==> src/rtl/ber_meter_pkg.sv <==
`default_nettype none
// ============================================================================
// Module      : ber_meter_pkg
// Description : Shared types and constants for the BER meter. Provides the
//               lock-state enum, default parameter values and a constant
//               ceil(log2()) helper used to size window counters.
// Revision    : 1.0 - initial release
// ============================================================================
package ber_meter_pkg;

  typedef enum logic [0:0] {
    SEARCH = 1'b0,
    LOCKED = 1'b1
  } state_t;

  localparam int DEF_DELAY_W    = 10;
  localparam int DEF_SYNC_WIN   = 511;
  localparam int DEF_SEARCH_THR = 0;
  localparam int DEF_LOSS_THR   = 8;
  localparam int DEF_CNT_W      = 64;

  // Smallest n with 2**n >= value (0 for value <= 1).
  function automatic int clog2(input int value);
    int result;
    result = 0;
    for (int i = 0; i < 31; i++) begin
      if ((1 << i) < value) begin
        result = i + 1;
      end
    end
    return result;
  endfunction

endpackage
`default_nettype wire

==> src/rtl/ber_meter_bit_delay_line.sv <==
`default_nettype none
// ============================================================================
// Module      : bit_delay_line
// Description : Enable-gated bit shift register with a run-time tap select.
//               dout is din delayed by `tap` enables; tap = 0 passes the
//               current din straight through.
// Ports       : clk    - clock
//               rst    - asynchronous active-low reset (clears history)
//               enable - shift strobe
//               din    - input bit
//               tap    - delay in enables, 0 .. 2**DEPTH_W-1
//               dout   - delayed bit
// Revision    : 1.0 - initial release
// ============================================================================
module bit_delay_line #(
  parameter int DEPTH_W = 10
) (
  input  logic               clk,
  input  logic               rst,
  input  logic               enable,
  input  logic               din,
  input  logic [DEPTH_W-1:0] tap,
  output logic               dout
);

  localparam int c_DEPTH = 2 ** DEPTH_W;

  // r_sr[k] holds din from k+1 enables ago; the largest tap needs
  // c_DEPTH-1 bits of history.
  logic [c_DEPTH-2:0] r_sr;
  logic [c_DEPTH-1:0] w_taps;

  always_ff @(posedge clk or negedge rst) begin
    if (!rst) begin
      r_sr <= '0;
    end else if (enable) begin
      r_sr <= {r_sr[c_DEPTH-3:0], din};
    end
  end

  // Bit 0 is the live input so that tap = 0 means "no delay".
  assign w_taps = {r_sr, din};
  assign dout   = w_taps[tap];

endmodule
`default_nettype wire

==> src/rtl/ber_meter.sv <==
`default_nettype none
// ============================================================================
// Module      : ber_meter
// Description : Receive-side bit-error-rate meter. Sweeps a reference delay
//               tap one window at a time until the received stream matches
//               the delayed reference, then locks and accumulates saturating
//               bit/error counters. Falls back to searching on loss of lock.
// Ports       : clk       - system clock
//               rst       - asynchronous active-low reset
//               enable    - one-clock bit strobe; gates all sampling
//               sx        - reference PRBS bit
//               dx        - received bit
//               clr       - synchronous counter clear (lock unaffected)
//               locked    - 1 while in LOCKED
//               delay     - current reference delay tap, in enables
//               bit_count - bits compared since lock/clr
//               err_count - mismatches since lock/clr
// Revision    : 1.0 - initial release
// ============================================================================
module ber_meter
  import ber_meter_pkg::*;
#(
  parameter int DELAY_W    = DEF_DELAY_W,
  parameter int SYNC_WIN   = DEF_SYNC_WIN,
  parameter int SEARCH_THR = DEF_SEARCH_THR,
  parameter int LOSS_THR   = DEF_LOSS_THR,
  parameter int CNT_W      = DEF_CNT_W
) (
  input  logic               clk,
  input  logic               rst,
  input  logic               enable,
  input  logic               sx,
  input  logic               dx,
  input  logic               clr,
  output logic               locked,
  output logic [DELAY_W-1:0] delay,
  output logic [CNT_W-1:0]   bit_count,
  output logic [CNT_W-1:0]   err_count
);

  localparam int c_WCNT_W = (clog2(SYNC_WIN) < 1) ? 1 : clog2(SYNC_WIN);
  localparam int c_WERR_W = clog2(SYNC_WIN + 1);

  // Thresholds are clamped to the window length so they fit the error
  // counter; a window can never hold more than SYNC_WIN errors anyway.
  localparam int c_SEARCH_CLAMP = (SEARCH_THR > SYNC_WIN) ? SYNC_WIN : SEARCH_THR;
  localparam int c_LOSS_CLAMP   = (LOSS_THR > SYNC_WIN) ? SYNC_WIN : LOSS_THR;

  localparam logic [c_WCNT_W-1:0] c_WIN_LAST   = c_WCNT_W'(SYNC_WIN - 1);
  localparam logic [c_WCNT_W-1:0] c_WCNT_ONE   = c_WCNT_W'(1);
  localparam logic [c_WERR_W-1:0] c_SEARCH_THR = c_WERR_W'(c_SEARCH_CLAMP);
  localparam logic [c_WERR_W-1:0] c_LOSS_THR   = c_WERR_W'(c_LOSS_CLAMP);
  localparam logic [DELAY_W-1:0]  c_DELAY_ONE  = DELAY_W'(1);
  localparam logic [CNT_W-1:0]    c_CNT_ONE    = CNT_W'(1);

  state_t                r_state;
  state_t                w_state_nxt;
  logic [DELAY_W-1:0]    r_delay;
  logic [c_WCNT_W-1:0]   r_win_cnt;
  logic [c_WERR_W-1:0]   r_win_err;
  logic [c_WERR_W-1:0]   w_win_err_sum;
  logic [CNT_W-1:0]      r_bit_cnt;
  logic [CNT_W-1:0]      r_err_cnt;
  logic                  w_ref;
  logic                  w_mismatch;
  logic                  w_win_end;
  logic                  w_enter_lock;
  logic                  w_step_delay;

  bit_delay_line #(
    .DEPTH_W (DELAY_W)
  ) u_delay_line (
    .clk    (clk),
    .rst    (rst),
    .enable (enable),
    .din    (sx),
    .tap    (r_delay),
    .dout   (w_ref)
  );

  assign w_mismatch = enable & (dx ^ w_ref);
  assign w_win_end  = enable & (r_win_cnt == c_WIN_LAST);

  // Error total including the current bit, so the window-closing enable
  // takes part in its own window's decision.
  assign w_win_err_sum = (&r_win_err) ? r_win_err
                                      : r_win_err + c_WERR_W'(w_mismatch);

  always_comb begin
    w_state_nxt  = r_state;
    w_enter_lock = 1'b0;
    w_step_delay = 1'b0;
    case (r_state)
      SEARCH: begin
        if (w_win_end) begin
          if (w_win_err_sum <= c_SEARCH_THR) begin
            w_state_nxt  = LOCKED;
            w_enter_lock = 1'b1;
          end else begin
            w_step_delay = 1'b1;
          end
        end
      end
      LOCKED: begin
        if (w_win_end && (w_win_err_sum > c_LOSS_THR)) begin
          w_state_nxt  = SEARCH;
          w_step_delay = 1'b1;
        end
      end
      default: w_state_nxt = SEARCH;
    endcase
  end

  always_ff @(posedge clk or negedge rst) begin
    if (!rst) begin
      r_state <= SEARCH;
    end else begin
      r_state <= w_state_nxt;
    end
  end

  always_ff @(posedge clk or negedge rst) begin
    if (!rst) begin
      r_win_cnt <= '0;
      r_win_err <= '0;
    end else if (enable) begin
      if (w_win_end) begin
        r_win_cnt <= '0;
        r_win_err <= '0;
      end else begin
        r_win_cnt <= r_win_cnt + c_WCNT_ONE;
        r_win_err <= w_win_err_sum;
      end
    end
  end

  // Tap wraps naturally from all-ones back to 0.
  always_ff @(posedge clk or negedge rst) begin
    if (!rst) begin
      r_delay <= '0;
    end else if (w_step_delay) begin
      r_delay <= r_delay + c_DELAY_ONE;
    end
  end

  // clr outranks a same-cycle enable; counters hold once lock is lost.
  always_ff @(posedge clk or negedge rst) begin
    if (!rst) begin
      r_bit_cnt <= '0;
      r_err_cnt <= '0;
    end else if (clr || w_enter_lock) begin
      r_bit_cnt <= '0;
      r_err_cnt <= '0;
    end else if (enable && (r_state == LOCKED)) begin
      if (!(&r_bit_cnt)) begin
        r_bit_cnt <= r_bit_cnt + c_CNT_ONE;
      end
      if (w_mismatch && !(&r_err_cnt)) begin
        r_err_cnt <= r_err_cnt + c_CNT_ONE;
      end
    end
  end

  assign locked    = (r_state == LOCKED);
  assign delay     = r_delay;
  assign bit_count = r_bit_cnt;
  assign err_count = r_err_cnt;

endmodule
`default_nettype wire
==> config.mk <==
export PLATFORM = sky130hd
export DESIGN_NAME = ber_meter
export DESIGN_NICKNAME = d
export VERILOG_FILES = /design/src/rtl/ber_meter_pkg.sv /design/src/rtl/ber_meter_bit_delay_line.sv /design/src/rtl/ber_meter.sv
export SDC_FILE = /design/constraint.sdc
export NUM_CORES = 2
export LEC_CHECK = 0
export ABC_AREA = 1
export BUFFER_PORTS_ARGS = -buffer_cell sky130_fd_sc_hd__buf_2
export CORE_MARGIN = 8
export CORE_UTILIZATION = 65
export CTS_BUF_LIST = sky130_fd_sc_hd__clkbuf_4
export DETAILED_ROUTE_END_ITERATION = 7
export PLACE_DENSITY_LB_ADDON = 0.1
export SLEW_MARGIN = 20
export SYNTH_ARGS = -nofsm -noshare
export SYNTH_HDL_FRONTEND = slang
export SYNTH_HIERARCHICAL = 1
export SYNTH_SLANG_ARGS = --single-unit
==> constraint.sdc <==
create_clock -name clk -period 8 [get_ports clk]
set_clock_uncertainty 0.1 [all_clocks]
set_input_delay 0.8 -clock clk [delete_from_list [all_inputs] [get_ports clk]]
set_output_delay 0.8 -clock clk [all_outputs]
set_load 0.01 [all_outputs]
Word level (Yosys, flattened, before mapping). Index checks and enable logic that the tools add are counted.

Bitwise gates (word level): 4. Equal/unequal tests: 2. Muxes and demuxes: 20. Order comparisons: 3. $add $sub $neg: 5. Div/mod/pow operators: 0. Reductions and logical operators: 12. $mul: 0. Shifts and indexed selects: 0.

Operator list (count): 64-bit two-way mux (6); 64-bit by 1-bit adder with 64-bit output, second input constant (2); 64-bit AND reduction (2); 9-bit two-way mux (3); 10-bit by 11-bit < comparator with 1-bit output, second input constant (1); 10-bit by 1-bit adder with 10-bit output, second input constant (1); 1-bit binary-select mux with 10-bit select (1); 9-bit by 1-bit adder with 9-bit output (1); 9-bit by 1-bit adder with 9-bit output, second input constant (1); 9-bit == test, second input constant (1); 9-bit by 4-bit greater-than comparator with 1-bit output, second input constant (1); 9-bit by 1-bit less-or-equal comparator with 1-bit output, second input constant (1); 9-bit AND reduction (1); 1-bit two-way mux (8); 1-bit case mux with 2 select lines (2); 2-bit AND reduction (2); 2-bit nonzero test (2); 1-bit logical AND (3); 1-bit AND (2); 2-bit != test, second input constant (1); 1-bit logical NOT (1); 1-bit logical OR (1); 1-bit NOT (1); 1-bit bitwise XOR (1).

Bits in read-only memories: 0. Memories kept: 0. Output and inout port bits: 139. Word-level logic and storage cells: 53. Latch bits: 0. Bits in writable memories: 0. Register bits: 1180. Bits of input ports: 6.

Depth between registers and ports, before layout.
Depth in word-level cells: 13. Mapped depth: 34.

Hierarchy. The synthesis kept the hierarchy.

By module, submodules not included: bit_delay_line (instances 1, area each 46862.4 µm², cells each 5873); ber_meter (instances 1, area each 11529.8 µm², cells each 1713).

Worst setup path before layout. No wires, ideal clock.

Kind: register to register. Start point: register r_delay[1] (netlist: delay[1]). End point: register r_err_cnt[10] (netlist: err_count[10]). Data arrival time: 3.757 ns. Clock period less this slack: 3.979 ns. Buffers on the path: 5. Setup slack: 4.021 ns. Stages on the path, launching flop included: 33. Data required time: 7.778 ns. Setup time: 0.122 ns. Cells stage by stage: dfrtp_1 -> buf_4 -> buf_2 -> buf_1 -> a21oi_1 -> o21ai_0 -> nand3_1 -> nand3_1 -> nand3_1 -> nand3_1 -> nand3_1 -> nand2_1 -> nand2_1 -> nand3_1 -> nand3_1 -> nand2_1 -> o21ai_0 -> a21oi_1 -> ha_1 -> ha_1 -> inv_1 -> nor2_4 -> a21oi_1 -> nor2_2 -> nand3_2 -> nor2_2 -> nand3_4 -> nand2_4 -> buf_8 -> buf_2 -> nor2_1 -> nand2_1 -> nand2_1.

Cells in the longest elaborated chain, start to end: 13. Elaborated cells between the ends (all ways): 16. Classes of those cells: add/sub (1); order compare (1); mux (7); bitwise (2); reduce/logical (5).

RTL lines: from (decl) (line ber_meter.sv:58) `logic [DELAY_W-1:0] r_delay;`; from (signal assigned) (line ber_meter.sv:142) `r_delay <= r_delay + c_DELAY_ONE;`; 1-bit binary-select mux with 10-bit select (*) (line ber_meter_bit_delay_line.sv:43) `assign dout = w_taps[tap];`; 1-bit two-way mux (not written as such) (*) (line ber_meter_bit_delay_line.sv:43); net w_ref (line ber_meter.sv:64) `logic w_ref;`; 1-bit bitwise XOR (*) (line ber_meter.sv:81) `assign w_mismatch = enable & (dx ^ w_ref);`; 1-bit AND (*) (line ber_meter.sv:81); 9-bit by 1-bit adder with 9-bit output (line ber_meter.sv:87) `: r_win_err + c_WERR_W'(w_mismatch);`; 9-bit two-way mux (line ber_meter.sv:86) `assign w_win_err_sum = (&r_win_err) ? r_win_err`; 9-bit by 1-bit less-or-equal comparator with 1-bit output (line ber_meter.sv:96) `if (w_win_err_sum <= c_SEARCH_THR) begin`; 1-bit two-way mux (line ber_meter.sv:96); 1-bit two-way mux (line ber_meter.sv:95) `if (w_win_end) begin`; 1-bit two-way mux (line ber_meter.sv:93) `case (r_state)`; 1-bit logical OR (line ber_meter.sv:151) `end else if (clr || w_enter_lock) begin`; 2-bit nonzero test (no source line); 2-bit AND reduction (no source line); to (signal assigned) (line ber_meter.sv:159) `r_err_cnt <= r_err_cnt + c_CNT_ONE;`; to (decl) (line ber_meter.sv:63) `logic [CNT_W-1:0] r_err_cnt;`.

Mark *: on every way through the listed nets, which the timed path passes. The rest lies on a longest branch. The select of a mux whose other input is x is not followed. A chain may end at the register's enable or synchronous reset.

Worst setup path in the final report.
Start point: register r_delay[0] (netlist: delay[0]). End point: register r_err_cnt[18] (netlist: err_count[18]).

The elaborated chain is that of the path after synthesis.

==> results.yml <==
sta:
  slew_headroom: 0.276
  setup_viol: 0
  fin_ws_ns: 1.44
  finalMaxSlewViolations: 0
  rsz0062_at_grt: "no"
  hold_viol: 0
  fmax_mhz: 152
  worst_pin_slew_ns: 1.09
  fin_crit_ns: 6.56
  fin_tns_setup_ns: 0
  finalCritPeriodShare: 0.820
  hold-worst-slack_ns: 0.191
worst_hold_path:
  hold_class: "input pin to async pin"
placement:
  dp_hpwl_mm: 86.5
  io_buffers: 144
  place.gp.congestion: 0.919
  dp_slack_ns: 1.57
  dpl_cell_area_mm2: 0.0590
grt:
  grt_pass1_wl_mm: 241
  grt_pass1_vias: 47600
  grt_max_degree: 314
  grt_overflow_total: 0
  antenna_found_initial: 1
  grt_usage: 0.292
finish:
  final_common_cell: "nand2_1"
  n_fill_cell: 7531
  synthToLayoutAreaGrowth_pct: 7.51
  layout-drive-gt1-share: 0.0943
  finalNetCount: 7621
  multiInputGateArea_mm2: 0.0241
  mostFrequentLayoutCells: "1,673 x nand2_1, 1,175 x dfrtp_1, 908 x nand3_1, 831 x nor2_1, 759 x a21oi_1"
  seqCellArea_mm2: 0.0295
  final_area_mm2: 0.0628
floorplanning:
  pin_count: 145
  initial_core_util: 0.653
  die_w_um: 316
  fp.dieH_um: 316
  rows: 110
  core_mm2: 0.0895
  fp.dieArea_mm2: 0.0997
clock_tree:
  cts_resized: 0
  clkTransAtPathRegs_ns: 0.06
  cts_buffers: 321
  cts.sinks: 1180
  clkLatencyLatePin_ns: 1.17
  htreeDepth: 5
  cts_root_buf: "clkbuf_4"
  clock_path_buffers: 4
  tritoncts: "yes"
critical_path:
  cp-startpoint: "delay[0]"
  timing.rr.start: "delay[0]"
  worstSetupEndpointType: "flip-flop"
  crit_path_start_kind: "flip-flop"
  critPathMostFrequentCell: "nand3_1"
  critical_path.slowest_cell: "dfrtp_4"
  critPathMaxFanout: 64
  required_ns: 8.86
  slowest_delay_ns: 0.84
  arrival_ns: 7.43
  crit_type: "flip-flop to flip-flop"
route:
  drt_iter0_markers: 5343
  dr_total_vias: 51000
  first_pass_iters: 6
  wl_met2_mm: 69.0
  wl_met1_mm: 65.0
  ant_nets: 0
  drc: 0
  vias_per_cell: 5.69
  post_drt_wl_per_cell_um: 16.4
  routed_wl_mm: 147
  met3_length_mm: 9.56
  top_layer: "met4"
yosys:
  syn_avg_cell_area_um2: 7.70
  synth.distinct_cells: 46
  synth_edf_count: 0
  synth-seq-cells: 1180
  synthFlopType: "dfrtp_1"
  yosysWarnings: 6
  syn_area_mm2: 0.0584
  ys_seq_area_frac: 0.506
  synthArstFlopShare: 1.00
  synthesis.nets: 7599
  synth_cells: 7586
status:
  status: "complete, no violations"
power_and_ir_drop:
  vdd_drop_max_mv: 0.146
  p_per_area_mw_per_mm2: 226
  p_leak_uw: 0.0292
flow_run:
  cap_viol_max_count: 0
[logic make-up after synthesis]
kind of cell    after synthesis  share of synthesized area
compound gates             1592                      0.141
xor+xnor                     98                     0.0147
fa+ha+maj                     7                    0.00150
buf+inv                    1155                     0.0823
flops                      1180                      0.506
mux                           1                   0.000193
simple gates               3553                      0.254
[where the power goes]
part	total (µW)	switching (µW)	internal, µW
Combinational	1810	1200	609
Sequential	7270	501	6770
Clock	5080	2400	2680
[routing by layer]
layer  track usage  vias to the layer above
met3        0.0558                      301
met5             0                        -
met1         0.411                    24200
met4         0.104                        0
li1              -                    24900
met2         0.454                     1611
[synth_stat cells (all sizes together) (3+ instances only)]
library cell | n | area share
nand2 | 1682 | 0.11
dfrtp | 1180 | 0.51
nand3 | 912 | 0.079
nor2 | 843 | 0.055
a21oi | 759 | 0.065
o21ai | 754 | 0.065
inv | 641 | 0.041
clkbuf | 262 | 0.017
buf | 251 | 0.024
xor2 | 73 | 0.011
o2111ai | 64 | 0.0096
nor3 | 55 | 0.0049
nand4 | 39 | 0.0042
xnor2 | 25 | 0.0037
nor3b | 9 | 0.0012
ha | 7 | 0.0015
or2 | 6 | 0.00064
o21bai | 5 | 0.00064
nor4 | 3 | 0.00032
o22ai | 3 | 0.00032
[final cells by class]
cell class | instances | share of cell area
diodes | 5 | 0.000199
clock buffers | 457 | 0.0547
clock inverters | 45 | 0.00403
inverters | 642 | 0.0387
multi-input cells | 5251 | 0.384
flip-flops and latches | 1180 | 0.471
well taps | 1176 | 0.0234
repair buffers | 212 | 0.0248
[state kept, by name (all words and copies together), names as in the netlist]
register and flops:
r_win_cnt 9, err_count 64, locked 1, delay 10, u_delay_line/r_sr 1023, bit_count 64
r_win_err 9
[worst max-delay path, delay by kind of cell (launching register included)]
family          cells  cell delay [ns]
compound gates      3             0.57
fa+ha+maj           2             0.44
buf+inv             4             1.51
flops               1             0.84
simple gates       21             2.82
[worst paths after layout]
kind	end	slack, ns	cells past startpoint
setup / recovery	err_count[18]	1.44	30
hold / removal	u_delay_line/r_sr[103]	0.19	2
setup reg to reg	err_count[18]	1.44	30
hold reg to reg	u_delay_line/r_sr[817]	0.39	2
max in group asynchronous	bit_count[49]	5.70	4
min in group clk	err_count[43]	0.37	5
[per-stage QoR]
stage / power [µW] / util / std cells
after floorplan: 8630 / - / 7586
after global placement: 9070 / 0.659 / 8456
after detailed placement: 9170 / 0.659 / 8456
after CTS: 14300 / 0.701 / 8961
after global routing: 15000 / 0.702 / 8968
final: 14200 / 0.702 / 8968
[timing repair]
item	CTS	global route
hold endpoints to repair	150	0
setup buffers	0	0
hold buffers	3	0
No activity file was read; power rests on OpenSTA's default activity.
